## config.mk

```make
export PLATFORM = sky130hd
export DESIGN_NAME = ghash_digit_serial
export DESIGN_NICKNAME = d
export VERILOG_FILES = /design/src/rtl/ghash_digit_serial.sv
export SDC_FILE = /design/constraint.sdc
export NUM_CORES = 2
export LEC_CHECK = 0
export BUFFER_PORTS_ARGS = -buffer_cell sky130_fd_sc_hd__buf_2
export CELL_PAD_IN_SITES_DETAIL_PLACEMENT = 1
export CELL_PAD_IN_SITES_GLOBAL_PLACEMENT = 2
export CORE_MARGIN = 2
export CORE_UTILIZATION = 30
export DETAILED_ROUTE_END_ITERATION = 7
export PLACE_DENSITY = 0.77
export RECOVER_POWER = 50
export SLEW_MARGIN = 0
export SYNTH_ARGS = -nofsm -noshare
export SYNTH_HDL_FRONTEND = slang
export SYNTH_SLANG_ARGS = --single-unit
```

## constraint.sdc

```tcl
create_clock -name clk -period 1.8 [get_ports clk]
set_input_delay 0.09 -clock clk [delete_from_list [all_inputs] [get_ports clk]]
set_output_delay 0.09 -clock clk [all_outputs]
set_load 0.005 [all_outputs]
```

## src/rtl/ghash_digit_serial.sv

```systemverilog
// ghash_digit_serial -- digit-serial GHASH engine over GF(2^128).
// Y_i = (Y_{i-1} xor X_i) * H, processing DIGIT_BITS multiplier bits per clock,
// so one block multiply takes N = 128/DIGIT_BITS cycles.
// Optional feature macro: GHASH_LEN_BLK_EN -- when defined, the engine appends
// the {aad_bits, ct_bits} length block itself after the in_last block.
// Bit order is the GCM one: bit 127 of every 128-bit word is the x^0 coefficient.
module ghash_digit_serial #(
  parameter int DIGIT_BITS = 8,
  parameter int BLK_BITS   = 128
) (
  input  logic                clk,
  input  logic                reset,
  input  logic [BLK_BITS-1:0] h_in,
  input  logic                h_load,
  input  logic [BLK_BITS-1:0] in_blk,
  input  logic                in_last,
  input  logic                in_valid,
  output logic                in_ready,
  output logic [BLK_BITS-1:0] out_ghash,
  output logic                out_valid,
  input  logic                out_ready,
  output logic                busy
`ifdef GHASH_LEN_BLK_EN
  ,
  input  logic [63:0]         aad_bits,
  input  logic [63:0]         ct_bits
`endif
);

  // Elaboration-time guards on the configuration.
  generate
    if (BLK_BITS != 128) begin : g_bad_blk
      $error("ghash_digit_serial: BLK_BITS must be 128");
    end
    if (!(DIGIT_BITS == 1  || DIGIT_BITS == 2  || DIGIT_BITS == 4  ||
          DIGIT_BITS == 8  || DIGIT_BITS == 16 || DIGIT_BITS == 32 ||
          DIGIT_BITS == 64 || DIGIT_BITS == 128)) begin : g_bad_digit
      $error("ghash_digit_serial: DIGIT_BITS must be a power of two from 1 to 128");
    end
  endgenerate

  localparam int N     = BLK_BITS / DIGIT_BITS;
  localparam int CNT_W = (N > 1) ? $clog2(N) : 1;
  localparam logic [CNT_W-1:0] CNT_LAST = CNT_W'(N - 1);
  // Reduction constant for the reflected polynomial x^128 + x^7 + x^2 + x + 1.
  localparam logic [BLK_BITS-1:0] RED = {8'hE1, {(BLK_BITS-8){1'b0}}};

  typedef enum logic [1:0] {
    ST_IDLE = 2'd0,
    ST_MULT = 2'd1,
`ifdef GHASH_LEN_BLK_EN
    ST_LEN  = 2'd3,
`endif
    ST_OUT  = 2'd2
  } state_t;

  state_t state_reg, state_next;

  logic [BLK_BITS-1:0] h_reg;
  logic [BLK_BITS-1:0] y_reg;
  logic [BLK_BITS-1:0] acc_reg;
  logic [BLK_BITS-1:0] z_reg;
  logic [BLK_BITS-1:0] v_reg;
  logic [CNT_W-1:0]    cnt_reg;
  logic                h_loaded_reg;
  logic                last_reg;
`ifdef GHASH_LEN_BLK_EN
  logic                len_pass_reg;
`endif

  logic [BLK_BITS-1:0] acc_step;
  logic [BLK_BITS-1:0] v_step;
  logic [BLK_BITS-1:0] z_shift;
  logic                take_blk;
  logic                mult_done;

  // h_load wins over a block offered in the same IDLE cycle.
  assign take_blk  = (state_reg == ST_IDLE) && !h_load && in_valid && h_loaded_reg;
  assign mult_done = (state_reg == ST_MULT) && (cnt_reg == CNT_LAST);

  // One digit of the shift-and-add multiply: consume Z bits MSB (x^0) first.
  always_comb begin
    acc_step = acc_reg;
    v_step   = v_reg;
    for (int j = 0; j < DIGIT_BITS; j++) begin
      if (z_reg[BLK_BITS-1-j]) begin
        acc_step = acc_step ^ v_step;
      end
      v_step = {1'b0, v_step[BLK_BITS-1:1]} ^ (v_step[0] ? RED : '0);
    end
  end

  // Move the next digit of Z to the top; a full-width digit leaves nothing over.
  generate
    if (DIGIT_BITS == BLK_BITS) begin : g_zshift_full
      assign z_shift = '0;
    end else begin : g_zshift_part
      assign z_shift = {z_reg[BLK_BITS-DIGIT_BITS-1:0], {DIGIT_BITS{1'b0}}};
    end
  endgenerate

  // State register.
  always_ff @(posedge clk) begin
    if (reset) begin
      state_reg <= ST_IDLE;
    end else begin
      state_reg <= state_next;
    end
  end

  // Next-state logic.
  always_comb begin
    state_next = state_reg;
    case (state_reg)
      ST_IDLE: begin
        if (take_blk) state_next = ST_MULT;
      end
      ST_MULT: begin
        if (mult_done) begin
`ifdef GHASH_LEN_BLK_EN
          if (last_reg)          state_next = ST_LEN;
          else if (len_pass_reg) state_next = ST_OUT;
          else                   state_next = ST_IDLE;
`else
          state_next = last_reg ? ST_OUT : ST_IDLE;
`endif
        end
      end
`ifdef GHASH_LEN_BLK_EN
      ST_LEN:  state_next = ST_MULT;
`endif
      ST_OUT: begin
        if (out_ready) state_next = ST_IDLE;
      end
      default: state_next = ST_IDLE;
    endcase
  end

  // Outputs decoded from registered state only.
  always_comb begin
    in_ready  = (state_reg == ST_IDLE) && h_loaded_reg;
    out_valid = (state_reg == ST_OUT);
    busy      = (state_reg != ST_IDLE);
    out_ghash = (state_reg == ST_OUT) ? y_reg : '0;
  end

  // Datapath: subkey, accumulator and multiplier operand registers.
  always_ff @(posedge clk) begin
    if (reset) begin
      h_reg        <= '0;
      y_reg        <= '0;
      acc_reg      <= '0;
      z_reg        <= '0;
      v_reg        <= '0;
      cnt_reg      <= '0;
      h_loaded_reg <= 1'b0;
      last_reg     <= 1'b0;
`ifdef GHASH_LEN_BLK_EN
      len_pass_reg <= 1'b0;
`endif
    end else begin
      case (state_reg)
        ST_IDLE: begin
          if (h_load) begin
            h_reg        <= h_in;
            y_reg        <= '0;
            h_loaded_reg <= 1'b1;
          end else if (take_blk) begin
            z_reg    <= y_reg ^ in_blk;
            v_reg    <= h_reg;
            acc_reg  <= '0;
            cnt_reg  <= '0;
            last_reg <= in_last;
`ifdef GHASH_LEN_BLK_EN
            len_pass_reg <= 1'b0;
`endif
          end
        end
        ST_MULT: begin
          acc_reg <= acc_step;
          v_reg   <= v_step;
          z_reg   <= z_shift;
          cnt_reg <= cnt_reg + 1'b1;
          if (mult_done) begin
            y_reg <= acc_step;
          end
        end
`ifdef GHASH_LEN_BLK_EN
        ST_LEN: begin
          z_reg        <= y_reg ^ {aad_bits, ct_bits};
          v_reg        <= h_reg;
          acc_reg      <= '0;
          cnt_reg      <= '0;
          last_reg     <= 1'b0;
          len_pass_reg <= 1'b1;
        end
`endif
        ST_OUT: begin
          if (out_ready) begin
            y_reg <= '0;
          end
        end
        default: ;
      endcase
    end
  end

endmodule
```

* After elaboration in Yosys (flattened, before gate mapping)
Cells that the tools add are included.
** Word-level totals
- Register bits :: 648
- Latch bits :: 0
- Memory bits (writable) :: 0
- ROM bits :: 0
- Input port bits :: 262
- Output and inout bits :: 131
- Logic and storage cells :: 89
- Memories kept :: 0
** Operators by class
- $add $sub $neg :: 1
- Multipliers :: 0
- Div/mod/pow operators :: 0
- Magnitude comparators :: 0
- Equality and inequality tests :: 8
- Shifts and indexed selects :: 0
- Multiplexer cells :: 38
- Bitwise logic cells :: 18
- Reductions and logical operators :: 15
** Operators by type and width (count)
- 2-to-1 mux 128 bit :: 26
- bitwise XOR 128 bit :: 9
- bitwise XOR 127 x 128 -> 128 bit :: 8
- one-hot mux 128 bit (2 select lines) :: 3
- one-hot mux 128 bit (3 select lines) :: 1
- AND reduction 3 bit :: 3
- 2-to-1 mux 2 bit :: 4
- 2-to-1 mux 4 bit :: 2
- inequality test 2 bit, second input constant :: 4
- one-hot mux 4 bit (2 select lines) :: 1
- one-hot mux 2 bit (3 select lines) :: 1
- logical AND 1 bit :: 5
- adder 4 x 1 -> 4 bit, second input constant :: 1
- == test 4 bit, second input constant :: 1
- AND reduction 4 bit :: 1
- nonzero test 2 bit :: 2
- nonzero test 3 bit :: 1
- == test 2 x 1 -> 1 bit, second input constant :: 1
- == test 2 bit, second input constant :: 1
- zero test 2 bit :: 1
- inequality test 2 x 1 -> 1 bit, second input constant :: 1
- AND reduction 2 bit :: 1
- zero test 1 bit :: 1
- inverter 1 bit :: 1

* Longest topological paths before layout
- Depth after elaboration :: 18
- Gate-level depth with buffers :: 10
- Gate-level depth less buffers :: 7

* Worst setup path before layout
OpenSTA, ideal clock, no wires.
- Path type :: register to register
- Start point :: register v_reg[0]
- End point :: register acc_reg[120]
- Library setup time :: 0.128 ns
- Arrival time :: 1.803 ns
- Data required time :: 1.672 ns
- Path slack :: -0.130 ns
- Cell stages (with the launch flop) :: 9
- Buffers on the path :: 1
- Period minus slack after synthesis :: 1.930 ns
- Cell sequence :: dfxtp_1 buf_6 xor2_4 nand2_2 xnor2_2 xnor2_1 xnor3_1 a22oi_1 nor2_1
** On the way
- Longest elaborated chain between the ends :: 17
- Elaborated cells between the ends (all ways) :: 23
- Classes of those cells :: 9 x mux; 14 x bitwise
** RTL lines
- start, declared :: line 63 : logic [BLK_BITS-1:0] v_reg;
- start signal, assigned :: line 170 : v_reg <= h_reg;
- start signal, assigned :: line 181 : v_reg <= v_step;
- 2-to-1 mux 128 bit * :: line 89 : v_step = {1'b0, v_step[BLK_BITS-1:1]} ^ (v_step[0] ? RED : '0);
- bitwise XOR 127 x 128 -> 128 bit * :: line 89
- bitwise XOR 128 bit :: line 87 : acc_step = acc_step ^ v_step;
- 2-to-1 mux 128 bit :: line 86 : if (z_reg[BLK_BITS-1-j]) begin
- bitwise XOR 128 bit :: line 87
- 2-to-1 mux 128 bit :: line 86
- bitwise XOR 128 bit :: line 87
- 2-to-1 mux 128 bit :: line 86
- bitwise XOR 128 bit :: line 87
- 2-to-1 mux 128 bit :: line 86
- bitwise XOR 128 bit :: line 87
- 2-to-1 mux 128 bit :: line 86
- bitwise XOR 128 bit :: line 87
- 2-to-1 mux 128 bit :: line 86
- bitwise XOR 128 bit :: line 87
- 2-to-1 mux 128 bit * :: line 86
- one-hot mux 128 bit (2 select lines) * :: line 162 : case (state_reg)
- end signal, assigned :: line 180 : acc_reg <= acc_step;
- end, declared :: line 61 : logic [BLK_BITS-1:0] acc_reg;
Every way passes the cells marked *; elsewhere a longest branch is shown, timed or not.
A chain may end at the register's enable or synchronous reset.

* Worst setup path after layout
- Start point :: register z_reg[126]
- End point :: register acc_reg[21]
** On the way
- Longest elaborated chain between the ends :: 14
** RTL lines
- start, declared :: line 62 : logic [BLK_BITS-1:0] z_reg;
- start signal, assigned :: line 169 : z_reg <= y_reg ^ in_blk;
- start signal, assigned :: line 182 : z_reg <= z_shift;
- 2-to-1 mux 128 bit * :: line 86
- bitwise XOR 128 bit :: line 87
- 2-to-1 mux 128 bit * :: line 86
- bitwise XOR 128 bit :: line 87
- 2-to-1 mux 128 bit * :: line 86
- bitwise XOR 128 bit :: line 87
- 2-to-1 mux 128 bit * :: line 86
- bitwise XOR 128 bit :: line 87
- 2-to-1 mux 128 bit * :: line 86
- bitwise XOR 128 bit :: line 87
- 2-to-1 mux 128 bit * :: line 86
- bitwise XOR 128 bit :: line 87
- 2-to-1 mux 128 bit * :: line 86
- one-hot mux 128 bit (2 select lines) * :: line 162
Marks and branches as above.

==> qor.txt <==
Status: complete, but fails checks
Failing checks: negative setup slack
Initial core utilization: 30.1%
Synthesized area: 40100 um^2
Cell count after synthesis: 5375
Die X: 370 um
Vias in the first global route: 42600
R2r endpoint: acc_reg[21]
Total GRT Usage: 25.3%
CP Cell Sequence: buf_12 > buf_16 > buf_4 > nand2_1 > xor2_1 > xnor2_1 > xnor2_1 > xnor2_1 > a22oi_1 > nor2_1
Max Cap Viol: 0
CTS Buf Count: 82
Leakage Power: 25.6 nW
Flop pwr share: 36.2%
I/O pin count: 393
Clock Sinks: 648
Dpl hpwl: 112000 um
Req. time, crit path: 2.33 ns
DRT Pass-1 Iters: 5
Worst path bufs/invs: 3
GRT Residual Overflow: 0
Synth warn: 0
First-pass GRT wire length: 268000 um
Count of cell types in the netlist: 50
Worst-path maximum fanout: 8
Seq. cell area: 13000 um^2
Switching share of power: 31.5%
Die Height: 370 um
CTS tree: done
Commonest non-fill, non-tap cell in the layout: nand2_1
Antenna violations before repair: 20
RSZ-0062 raised after global routing: true
P&R area growth vs syn: 62.4%
Routed wire length: 204000 um
Pin count of the biggest net entering global routing: 158
Root buf cell: clkbuf_16
Hold path depth: 5
Clock Latency Late Sink: 0.69 ns
Pint: 29.5 mW
Max VDD drop: 0.601 mV
Slew headroom: 43.7%
Final ANT Viol Nets: 0
Seq/Total Area, Yosys: 32.3%
Post-Route Skew: 0.0334 ns
Fillers: 14900
Minimum clock period: 2.30 ns
Most used cell, CP: xnor2_1
Max-slew violations: 0
WL/cell: 24.8 um
Critical path endpoint category: register
HP Class: in -> reg
Synth Net Count: 5638
Crit-path leading delay family: XOR/XNOR gates
Nets: 6651
Avg Inst Size Synth: 7.47 um^2
Initial DRC count: 2926
CP max stage delay: 0.41 ns
Clk slew on worst S/H paths: 0.06 ns
DRC errors left: 0
Fin. Hold Viols: 0
Avg Vias per Cell: 5.26
Worst hold start: in_blk[106]
Arrival time worst endpoint: 2.83 ns
Clock power frac: 39.0%
Hold path endpoint: z_reg[106]
DIE AREA: 137000 um^2
Post-synthesis register bit count: 648
Total Power: 43.1 mW
Critical path startpoint category: register
Critical path's slowest cell: dfxtp_4
Worst Reg-to-Reg Cells: 10
RD Place Congestion: 0.848
Placed instance area: 48300 um^2
Post-route cell area: 65200 um^2
Final WS setup: -0.500 ns
Multi-input gate area: 30800 um^2
Setup CP Type: reg -> reg
Core Box Area: 133000 um^2
Port bufs: 392
PwrDens: 661 nW/um^2
Vias post-DR: 43300
Worst slew pin tran: 0.844 ns
Share of layout cells above drive strength 1: 35.1%
Row cnt: 134
Post-route core utilization: 49.0%
Most frequent cells in the layout: nand2_1, xnor2_1, dfxtp_1
Total negative slack: -114.17 ns
H-tree levels: 3
Gate power share: 24.8%
CTS max path bufs: 3
R2R Setup Slk: -0.50 ns
Reg-to-reg critical path startpoint: z_reg[126]
Achievable Freq: 435 MHz
Period utilization: 128%
Psw: 13.6 mW
Setup-failing EPs final: 642
==> repair_timing <==
action / CTS / global route
endpoints found under the setup margin: 391 / 564
hold buffers: 251 / 0
cloned: 52 / 43
setup buffers: 140 / 131
resized for setup: 516 / 1105
pin swaps: 438 / 949
hold endpoints to repair: 283 / 0
==> worst max path at each step <==
stage	end	from	slack, ns	depth (start not counted)
final	acc_reg[21]	z_reg[126]	-0.50	10
after CTS	out_ghash[116]	state_reg[1]	-0.38	8
after detailed placement	y_reg[40]	z_reg[125]	-0.32	8
after global routing	acc_reg[75]	z_reg[126]	-0.56	11
after global placement	y_reg[77]	z_reg[125]	-0.32	8
after floorplan	acc_reg[126]	z_reg[125]	0.005	8
==> power groups by stage <==
| stage | registers [mW] | clock network (mW) | logic, mW |
|---|---|---|---|
| floorplan | 15.4 | 0 | 3.97 |
| global placement | 15.8 | 0 | 7.25 |
| detailed placement | 15.8 | 0 | 7.34 |
| CTS | 15.5 | 17.1 | 8.96 |
| global route | 15.6 | 17.7 | 11.2 |
| finish | 15.6 | 16.8 | 10.7 |
==> tightest hold or removal path: cells and delay by family <==
family | cells | cell delay, ns
AOI/OAI and AO/OA | 2 | 0.29
xor gates and xnor gates | 1 | 0.11
buffers and inverters | 1 | 0.09
and+or+nand+nor | 1 | 0.05
==> cells in the mapped netlist (all sizes together) <==
cell,n,area share (%)
or3,1,0.016
o21ai,12,0.15
a21oi,275,3.4
clkbuf,387,3.6
nand4,1,0.016
a22o,6,0.13
mux2i,7,0.17
nor3,10,0.12
o22ai,3,0.047
nor2,294,2.8
dfxtp,648,32
a32o,119,3.0
xnor3,3,0.17
nor4,1,0.016
a22oi,128,2.4
nand2b,2,0.031
or2,2,0.031
xor2,271,6.1
a311oi,113,2.5
nand3,9,0.11
buf,139,1.7
o31ai,3,0.056
xnor2,889,20
a2bb2oi,8,0.17
nand2,1751,16
and2,132,2.1
nor4b,1,0.022
a2111oi,2,0.062
and3b,1,0.022
inv,8,0.075
ha,1,0.031
o22a,1,0.022
nor4bb,1,0.025
nor2b,6,0.094
a211oi,19,0.37
o211ai,121,2.3
==> through the flow <==
step,instances,setup WS [ns],hold slack (ns)
finish,8225,-0.500,0.0291
CTS,8096,-0.384,0.00376
floorplan,5375,0.00461,0.226
global placement,7514,-0.317,0.338
global route,8220,-0.563,0.0458
detailed placement,7514,-0.316,0.341
==> area by class of cell <==
type / count / area share, %
diodes: 6 / 0.0230
clock buffers: 119 / 3.69
clock inverters: 28 / 0.407
inverters: 8 / 0.0518
multi-input cells: 4193 / 47.2
flip-flops and latches: 648 / 20.0
well taps: 1768 / 3.39
repair buffers: 1455 / 25.2
==> cell families (layout without fill, tap and decap cells) <==
kind of cell               count (synthesis)  after routing  share of synthesized area [%]
and+or+nand+nor                         2212           2212                           21.7
AOI/OAI and AO/OA                        810            810                           14.5
adders and majority gates                  1              1                         0.0312
xor gates and xnor gates                1163           1163                           25.8
DFF                                      648            648                           32.3
muxes                                      7              7                          0.175
other                                      0              6                              0
buffers and inverters                    534           1610                           5.42
==> routing by layer <==
metal	vias to the layer above	global-route usage (%)	wire length, um
met3	500	3.36	11500
met5	-	0	88
met4	16	8.36	9980
li1	19400	-	-
met2	1598	42.7	98500
met1	21800	33.2	84100
Power figures use the tool's default switching activity.
